## config.mk

```make
export PLATFORM = sky130hd
export DESIGN_NAME = if_id_skid_flat
export DESIGN_NICKNAME = d
export VERILOG_FILES = /design/src/rtl/if_id_skid_pkg.sv /design/src/rtl/if_id_skid_if.sv /design/src/rtl/if_id_skid_sat_counter.sv /design/src/rtl/if_id_skid.sv /design/src/flat_wrapper.sv
export SDC_FILE = /design/constraint.sdc
export NUM_CORES = 1
export LEC_CHECK = 0
export ABC_CLOCK_PERIOD_IN_PS = 3600
export CAP_MARGIN = 20
export CORE_MARGIN = 3
export CORE_UTILIZATION = 57
export CTS_BUF_LIST = sky130_fd_sc_hd__clkbuf_4 sky130_fd_sc_hd__clkbuf_8
export CTS_CLUSTER_DIAMETER = 60
export DETAILED_ROUTE_END_ITERATION = 7
export GPL_ROUTABILITY_DRIVEN = 0
export PLACE_DENSITY_LB_ADDON = 0.25
export REMOVE_ABC_BUFFERS = 1
export SYNTH_ARGS = -nofsm -noshare
export SYNTH_HDL_FRONTEND = slang
export SYNTH_HIERARCHICAL = 1
export SYNTH_SLANG_ARGS = --single-unit
```

## constraint.sdc

```tcl
create_clock -name clk -period 3.6 [get_ports clk]
set_input_delay 0.54 -clock clk [delete_from_list [all_inputs] [get_ports clk]]
set_output_delay 0.54 -clock clk [all_outputs]
set_load 0.01 [all_outputs]
```

## src/rtl/if_id_skid_pkg.sv

```systemverilog
// Shared types for the IF->ID skid register: occupancy state encoding, default widths,
// and the two decode helpers that turn the occupancy state into handshake outputs.
package if_id_skid_pkg;

   localparam int ADDR_W_DEF = 32;
   localparam int INST_W_DEF = 32;
   localparam int CNT_W_DEF  = 16;

   // 2'd3 is unused; the next-state logic steers it back to EMPTY.
   typedef enum logic [1:0] {
      ST_EMPTY = 2'd0,
      ST_FULL  = 2'd1,
      ST_SKID  = 2'd2
   } ifid_state_t;

   function automatic logic state_accepts(input ifid_state_t s);
      return (s != ST_SKID);
   endfunction

   function automatic logic state_presents(input ifid_state_t s);
      return (s == ST_FULL) || (s == ST_SKID);
   endfunction

endpackage

```

## src/rtl/if_id_skid_if.sv

```systemverilog
// Valid/ready beat carrying a pc and an instruction; master drives the beat, slave answers ready.
interface if_id_skid_if #(
   parameter int ADDR_W = 32,
   parameter int INST_W = 32
);
   logic              valid;
   logic              ready;
   logic [ADDR_W-1:0] pc;
   logic [INST_W-1:0] inst;

   modport master (output valid, output pc, output inst, input ready);
   modport slave  (input valid, input pc, input inst, output ready);
endinterface

```

## src/rtl/if_id_skid_sat_counter.sv

```systemverilog
// Saturating up-counter with synchronous active-high clear; reusable for performance counters.
module sat_counter #(
   parameter int CNT_W = 16
) (
   input  logic             clk,
   input  logic             rst,
   input  logic             inc,
   output logic [CNT_W-1:0] count
);

   localparam logic [CNT_W-1:0] CNT_MAX = {CNT_W{1'b1}};
   localparam logic [CNT_W-1:0] CNT_ONE = {{(CNT_W-1){1'b0}}, 1'b1};

   // NOTE: state registers use non-blocking assignments so every flop samples pre-edge values.
   always_ff @(posedge clk) begin
      if (rst) begin
         count <= '0;
      end else if (inc && (count != CNT_MAX)) begin
         count <= count + CNT_ONE;
      end
   end

endmodule

```

## src/rtl/if_id_skid.sv

```systemverilog
// IF->ID pipeline register with a one-entry skid so if_ready is a pure register, plus flush
// and a saturating count of cycles in which ID saw no valid beat.
module if_id_skid
   import if_id_skid_pkg::*;
#(
   parameter int ADDR_W = ADDR_W_DEF,
   parameter int INST_W = INST_W_DEF,
   parameter int CNT_W  = CNT_W_DEF
) (
   input  logic             clk,
   input  logic             rst,
   input  logic             flush,
   if_id_skid_if.slave      fetch,
   if_id_skid_if.master     decode,
   output logic [CNT_W-1:0] bubble_cnt
);

   ifid_state_t       state, state_nxt;
   logic [ADDR_W-1:0] main_pc, main_pc_nxt, skid_pc, skid_pc_nxt;
   logic [INST_W-1:0] main_inst, main_inst_nxt, skid_inst, skid_inst_nxt;
   logic              id_valid_r, if_ready_r;
   logic              in_fire, out_fire;

   assign in_fire  = fetch.valid & if_ready_r;
   assign out_fire = id_valid_r & decode.ready;

   // NOTE: every always_comb target gets a default first, so no path can infer a latch.
   always_comb begin
      state_nxt     = state;
      main_pc_nxt   = main_pc;
      main_inst_nxt = main_inst;
      skid_pc_nxt   = skid_pc;
      skid_inst_nxt = skid_inst;

      if (flush) begin
         // A beat consumed by ID this cycle is already gone; everything else is squashed.
         state_nxt     = ST_EMPTY;
         main_pc_nxt   = '0;
         main_inst_nxt = '0;
      end else begin
         case (state)
            ST_EMPTY: begin
               if (in_fire) begin
                  state_nxt     = ST_FULL;
                  main_pc_nxt   = fetch.pc;
                  main_inst_nxt = fetch.inst;
               end
            end
            ST_FULL: begin
               if (in_fire && out_fire) begin
                  main_pc_nxt   = fetch.pc;
                  main_inst_nxt = fetch.inst;
               end else if (in_fire) begin
                  state_nxt     = ST_SKID;
                  skid_pc_nxt   = fetch.pc;
                  skid_inst_nxt = fetch.inst;
               end else if (out_fire) begin
                  state_nxt     = ST_EMPTY;
                  main_pc_nxt   = '0;
                  main_inst_nxt = '0;
               end
            end
            ST_SKID: begin
               if (out_fire) begin
                  state_nxt     = ST_FULL;
                  main_pc_nxt   = skid_pc;
                  main_inst_nxt = skid_inst;
               end
            end
            default: begin
               state_nxt     = ST_EMPTY;
               main_pc_nxt   = '0;
               main_inst_nxt = '0;
            end
         endcase
      end
   end

   // Handshake outputs are decoded from the next state so they leave the block as flops.
   always_ff @(posedge clk) begin
      if (rst) begin
         state      <= ST_EMPTY;
         main_pc    <= '0;
         main_inst  <= '0;
         skid_pc    <= '0;
         skid_inst  <= '0;
         id_valid_r <= 1'b0;
         if_ready_r <= 1'b1;
      end else begin
         state      <= state_nxt;
         main_pc    <= main_pc_nxt;
         main_inst  <= main_inst_nxt;
         skid_pc    <= skid_pc_nxt;
         skid_inst  <= skid_inst_nxt;
         id_valid_r <= state_presents(state_nxt);
         if_ready_r <= state_accepts(state_nxt);
      end
   end

   assign fetch.ready  = if_ready_r;
   assign decode.valid = id_valid_r;
   assign decode.pc    = main_pc;
   assign decode.inst  = main_inst;

   sat_counter #(.CNT_W(CNT_W)) u_bubble_cnt (
      .clk   (clk),
      .rst   (rst),
      .inc   (~id_valid_r),
      .count (bubble_cnt)
   );

endmodule

```

## src/flat_wrapper.sv

```systemverilog
// flat-port wrapper written by rule: the top's interface ports become plain ports
module if_id_skid_flat import if_id_skid_pkg::*;
#(
   parameter int ADDR_W = ADDR_W_DEF,
   parameter int INST_W = INST_W_DEF,
   parameter int CNT_W  = CNT_W_DEF
)
  (clk, rst, flush, bubble_cnt, fetch_valid, fetch_pc, fetch_inst, fetch_ready, decode_valid, decode_pc, decode_inst, decode_ready);
  if_id_skid_if #(.ADDR_W(ADDR_W), .INST_W(INST_W)) fetch_i ();
  if_id_skid_if #(.ADDR_W(ADDR_W), .INST_W(INST_W)) decode_i ();
  input  logic clk;
  input  logic rst;
  input  logic flush;
  output logic [CNT_W-1:0] bubble_cnt;
  input wire logic [$bits(fetch_i.valid)-1:0] fetch_valid;
  input wire logic [$bits(fetch_i.pc)-1:0] fetch_pc;
  input wire logic [$bits(fetch_i.inst)-1:0] fetch_inst;
  output wire logic [$bits(fetch_i.ready)-1:0] fetch_ready;
  output wire logic [$bits(decode_i.valid)-1:0] decode_valid;
  output wire logic [$bits(decode_i.pc)-1:0] decode_pc;
  output wire logic [$bits(decode_i.inst)-1:0] decode_inst;
  input wire logic [$bits(decode_i.ready)-1:0] decode_ready;
  assign fetch_i.valid = fetch_valid;
  assign fetch_i.pc = fetch_pc;
  assign fetch_i.inst = fetch_inst;
  assign fetch_ready = fetch_i.ready;
  assign decode_valid = decode_i.valid;
  assign decode_pc = decode_i.pc;
  assign decode_inst = decode_i.inst;
  assign decode_i.ready = decode_ready;
  if_id_skid #(.ADDR_W(ADDR_W), .INST_W(INST_W), .CNT_W(CNT_W)) u_core (.clk(clk), .rst(rst), .flush(flush), .fetch(fetch_i), .decode(decode_i), .bubble_cnt(bubble_cnt));
endmodule
```

==> results of run 1 <==
## through the flow
stage                     hold slack [ps]  power, W  instances  cell area (um2)  util, %
after floorplan                       430   0.00197        765             6560        -
after global placement                441   0.00222       1075             8400     72.0
after detailed placement              449   0.00224       1075             8400     72.0
after CTS                             458   0.00364       1107             8840     75.8
after global routing                  470   0.00377       1107             8840     75.8
final                                 458   0.00365       1107             8840     75.8
## area by class of cell
class / instances / area, um2 / area share [%]
multi-input cells: 613 / 3600 / 40.8
flip-flops and latches: 148 / 2970 / 33.6
repair buffers: 167 / 1630 / 18.5
clock buffers: 22 / 290 / 3.28
well taps: 143 / 179 / 2.02
clock inverters: 10 / 151 / 1.71
inverters: 4 / 15.0 / 0.170
## metal layers
metal / share of wire (%) / vias up / GRT usage (%)
met1: 40 / 3369 / 37.7
met3: 7.9 / 48 / 8.55
met4: 2.1 / 0 / 11.5
li1: - / 3261 / -
met5: 0 / - / 0
met2: 50 / 375 / 52.3
## path summary, 6_finish.rpt
path | start | endpoint | slack (ps) | depth (start not counted)
setup / recovery | u_core/decode.valid | decode_valid | 1080 | 1
hold reg to reg | u_core/skid_inst[9] | u_core/skid_inst[9] | 460 | 2
hold / removal | u_core/skid_inst[9] | u_core/skid_inst[9] | 460 | 2
setup reg to reg | u_core/state[0] | u_core/decode.inst[11] | 1370 | 5
## logic make-up after synthesis
group	share of synthesized area (%)
multiplexers	9.69
flip-flops	42.6
AND/OR/NAND/NOR	21.0
adder cells (fa/ha/maj)	0.360
buffers and inverters	5.83
AO/OA/AOI/OAI	20.1
XOR/XNOR	0.378
## registers in the layout, summed over array words and instances, names as in the netlist
register / flops
u_core/decode.inst: 32
u_core/decode.pc: 32
u_core/decode.valid: 1
u_core/fetch.ready: 1
u_core/skid_inst: 32
u_core/skid_pc: 32
u_core/state: 2
u_core/u_bubble_cnt/count: 16
## power by group through the flow
stage	logic (W)	clock network, W	registers [W]
floorplan	0.000204	0	0.00177
global placement	0.000471	0	0.00175
detailed placement	0.000486	0	0.00176
CTS	0.000490	0.00144	0.00172
global route	0.000537	0.00151	0.00172
finish	0.000497	0.00143	0.00172
## layout by cell type, fill, tap and decap left out, types with 5 or more instances in the layout
cell / n
dfxtp_1: 145
buf_4: 16
nor2_1: 73
clkdlybuf4s50_1: 148
clkinv_2: 5
mux2i_1: 65
a21oi_1: 76
nand2_1: 136
nand3_1: 70
o22ai_1: 65
clkbuf_8: 20
or4_1: 7
o31ai_1: 6
a22oi_1: 65
==> summary.txt, run 1 <==
Drt first pass iters: 6
Fin. Hold Viols: 0
Nets: 1022
Syn. warnings: 6
HPWL after DPL: 13.2 mm
Row cnt: 39
Final Skew: 8.40 ps
Worst EP required: 3060 ps
IO Count: 151
Detail Route Antenna Nets: 0
CP peak stage delay: 840 ps
EDFF count, synth: 0
Crit path buffers/inverters: 1
Ys flop type: dfxtp_1
CP max stage cell: dfxtp_2
Min-Delay Path Class: reg -> reg
Synthesized flop and latch total: 148
Pin count of the biggest net entering global routing: 84
Final Setup Violations: 0
DRC viols: 0
Number of global-route vias before repair: 6798
Top cells by area, synth: dfxtp_1, mux2i_1, nand2_1
Fin crit period: 2520 ps
Net switching power: 0.000928 W
Async SR Flop Fraction: 0%
Total track usage: 31.0%
Height of the die: 116 um
Post-synth cell types: 44
Mean Syn Cell Area: 8.21 um2
Yosys top cell area share: 42.6%
Proportion of layout cells with a drive suffix above 1: 6.64%
Status: completed
Worst-Margin Slew: 910 ps
Setup Fix Bufs, Post-CTS: 0
Most frequent cell after synthesis: dfxtp_1
Buffers on Ports: 150
Comb pwr share: 13.6%
Fillcell total: 835
CP Class: reg -> out
Clock Power Share: 39.2%
Int Pwr: 0.00272 W
Starting density of the core: 59.6%
Antenna violations before repair: 0
Vias per Instance: 6.37
Fmax achieved: 396 MHz
Pwr dens: 413 nW/um2
H-tree levels: 4
Data arrival, critical path: 1980 ps
Dominant cell type by area after synthesis: dfxtp_1
Ant. Diodes: 0
Via count: 7053
Post-synthesis sequential area ratio: 42.6%
Area Overhead vs Synth: 27.2%
Max-slew violations: 0
Root buffer cell: clkbuf_8
CTS resizes: 0
DIE AREA: 13600 um2
CTS tree: built
Worst-path clk slew: 70 ps
Max Cap Viol: 0
Total gr overflow: 0
Switch share: 25.4%
Mapped Cells: 846
Final Routed Wirelength: 20.8 mm
Critical path fanouts, max: 36
Clock Latency Late Sink: 460 ps
Final worst-path cycle share: 70.1%
Max VDD drop: 0.394 mV
Lkg Pwr: 2.86 nW
CTS sink count: 148
Clock Path Buffers: 2
Worst-path cell chain: clkdlybuf4s50_1
Core ar.: 11700 um2
First-pass GRT wire length: 33.7 mm
CTS Buf Count: 17
Top post-synthesis cells by count: dfxtp_1, nand2_1, a21oi_1
Drt wl/cell: 18.8 um
Final worst slack: 1080 ps
Critical Path End Type: output pin
Seq pwr share: 47.1%
RSZ-0062 raised after global routing: false
Placement Setup Slack: 1090 ps
DR iter-0 viols: 783
Die width: 116 um
Slew headroom: 39.3%
Worst path top cell family by delay: flip-flops
Post-Syn Area: 6950 um2
Hold buffer count at CTS: 0
Total negative setup slack: 0 ps
CP Launch Type: flop
Note: power is estimated with default switching activity, not from simulation.
==> run 2: changes to the inputs <==
--- a/config.mk
+++ b/config.mk
@@ -5,10 +5,10 @@
 export SDC_FILE = /design/constraint.sdc
 export NUM_CORES = 1
 export LEC_CHECK = 0
-export ABC_CLOCK_PERIOD_IN_PS = 3600
+export ABC_CLOCK_PERIOD_IN_PS = 2200
 export CAP_MARGIN = 20
 export CORE_MARGIN = 3
-export CORE_UTILIZATION = 57
+export CORE_UTILIZATION = 48
 export CTS_BUF_LIST = sky130_fd_sc_hd__clkbuf_4 sky130_fd_sc_hd__clkbuf_8
 export CTS_CLUSTER_DIAMETER = 60
 export DETAILED_ROUTE_END_ITERATION = 7
==> constraint.sdc (replaced) <==
create_clock -name clk -period 2.2 [get_ports clk]
set_input_delay 0.33 -clock clk [delete_from_list [all_inputs] [get_ports clk]]
set_output_delay 0.33 -clock clk [all_outputs]
set_load 0.01 [all_outputs]
==> summary.txt, run 2 (synthesized netlist as in run 1, its figures left out) <==
Status: completed
CP Launch Type: flop
Drt first pass iters: 5 (-1)
Final Skew: 9.51 ps (+1.11 ps)
Height of the die: 126 um (+8.5%)
Max VDD drop: 0.324 mV (-18%)
Slew headroom: 58.5% (+19 points)
Worst-path clk slew: 80 ps (about the same)
Die width: 126 um (+8.5%)
CTS sink count: 148 (unchanged)
Final Setup Violations: 0 (unchanged)
Starting density of the core: 49.5% (-10 points)
Final Routed Wirelength: 19.4 mm (-6.7%)
Fin crit period: 2120 ps
Final worst-path cycle share: 96.2%
Ant. Diodes: 0 (unchanged)
Worst EP required: 1870 ps (-1190 ps)
CTS Buf Count: 17 (unchanged)
DR iter-0 viols: 577 (-26%)
Max-slew violations: 0 (unchanged)
IO Count: 151 (unchanged)
Via count: 6761 (-4.1%)
Clock Latency Late Sink: 450 ps (about the same)
DIE AREA: 16000 um2 (+18%)
Max Cap Viol: 0 (unchanged)
Critical path fanouts, max: 17 (-53%)
Nets: 1031 (+0.88%)
Final worst slack: 83.1 ps (-995 ps)
Hold buffer count at CTS: 0 (unchanged)
Pwr dens: 618 nW/um2 (+50%)
Min-Delay Path Class: in -> reg
Total gr overflow: 0 (unchanged)
Number of global-route vias before repair: 6366 (-6.4%)
DRC viols: 0 (unchanged)
Drt wl/cell: 16.9 um (-10%)
H-tree levels: 4 (unchanged)
Core ar.: 14000 um2 (+20%)
Post-route cell area: 8930 um2 (+1.0%)
Crit path buffers/inverters: 2 (+1)
Proportion of layout cells with a drive suffix above 1: 7.41% (+0.77 points)
Vias per Instance: 5.87 (-7.9%)
CTS resizes: 0 (unchanged)
Fmax achieved: 472 MHz
Data arrival, critical path: 1790 ps (-190 ps)
Buffers on Ports: 150 (unchanged)
Worst-path cell chain: buf_4, clkdlybuf4s50_1
CTS tree: built
Pin count of the biggest net entering global routing: 84 (unchanged)
Critical Path End Type: output pin
HPWL after DPL: 12.1 mm (-8.3%)
Area Overhead vs Synth: 28.5%
Setup Fix Bufs, Post-CTS: 0 (unchanged)
RSZ-0062 raised after global routing: false
Fin. Hold Viols: 0 (unchanged)
Lkg Pwr: 2.88 nW (+0.83%)
Fillcell total: 1196 (+43%)
Row cnt: 43 (+10%)
Root buffer cell: clkbuf_8
First-pass GRT wire length: 32.0 mm (-5.1%)
Worst path top cell family by delay: buffers and inverters
CP max stage cell: dfxtp_2
Commonest non-fill, non-tap cell in the layout: clkdlybuf4s50_1
Most frequent cells in the layout: clkdlybuf4s50_1, dfxtp_1, nand2_1
Total track usage: 24.2% (-6.8 points)
Detail Route Antenna Nets: 0 (unchanged)
Worst-Margin Slew: 614 ps (-296 ps)
Clock Path Buffers: 2 (unchanged)
CP peak stage delay: 560 ps (-280 ps)
Antenna violations before repair: 0 (unchanged)
Placement Setup Slack: 195 ps (-895 ps)
Dpl cell area: 8590 um2 (+2.2%)
CP Class: reg -> out
==> run 2: changes by cell type in the layout (fill, tap and decap cells not counted) <==
cell / delta
buf_12: +6
buf_4: +3
clkbuf_4: +3
clkinv_2: +1
inv_4: -1
bufinv_16: -4
==> run 2: worst paths after layout <==
kind         slack, ps                 from                       endpoint  cells past startpoint
max reg2reg        380  u_core/decode.valid  u_core/u_bubble_cnt/count[11]                      4
max                 80  u_core/decode.valid                   decode_valid                      2
min                380         decode_ready                u_core/state[1]                      4
min reg2reg        460  u_core/skid_inst[0]            u_core/skid_inst[0]                      2
==> run 2: per-layer routing <==
layer	track usage [%]	up-vias	routed length [um]
li1	-	3264	-
met1	32.5	3228	8650
met2	38.9	241	9160
met3	5.26	28	1300
met4	8.01	0	321
met5	0	-	0
==> run 2: per-stage QoR <==
stage	util, %	hold WS, ps	cells	setup TNS, ps	total power (W)
2_1_floorplan	-	397	765	-350670	0.00323
4_1_cts	63.6	346	1152	0	0.00556
5_1_grt	63.6	394	1152	0	0.00577
3_3_place_gp	61.2	441	1121	0	0.00369
6_report	63.6	377	1152	0	0.00552
3_5_place_dp	61.2	446	1121	0	0.00370
==> run 2: tightest hold or removal path, stage by stage <==
cell and delay, ps:
buf_2 170, nand2_1 140, nand2_1 100, nor2_1 50
==> run 2: report_power, final <==
group          total, W  internal (W)  switching [W]
combinational  0.000850      0.000391       0.000459
sequential      0.00279       0.00274      0.0000529
clock           0.00188      0.000914       0.000962
total           0.00552       0.00405        0.00147
==> run 2: area by class of cell <==
class	count	area, um2	share of cell area (%)
clock buffer	25	313	3.50
clock inverter	6	30.0	0.336
inverter	4	15.0	0.168
multi-input combinational	613	3600	40.4
sequential	148	2970	33.2
tap	180	225	2.52
timing repair buffer	176	1770	19.9
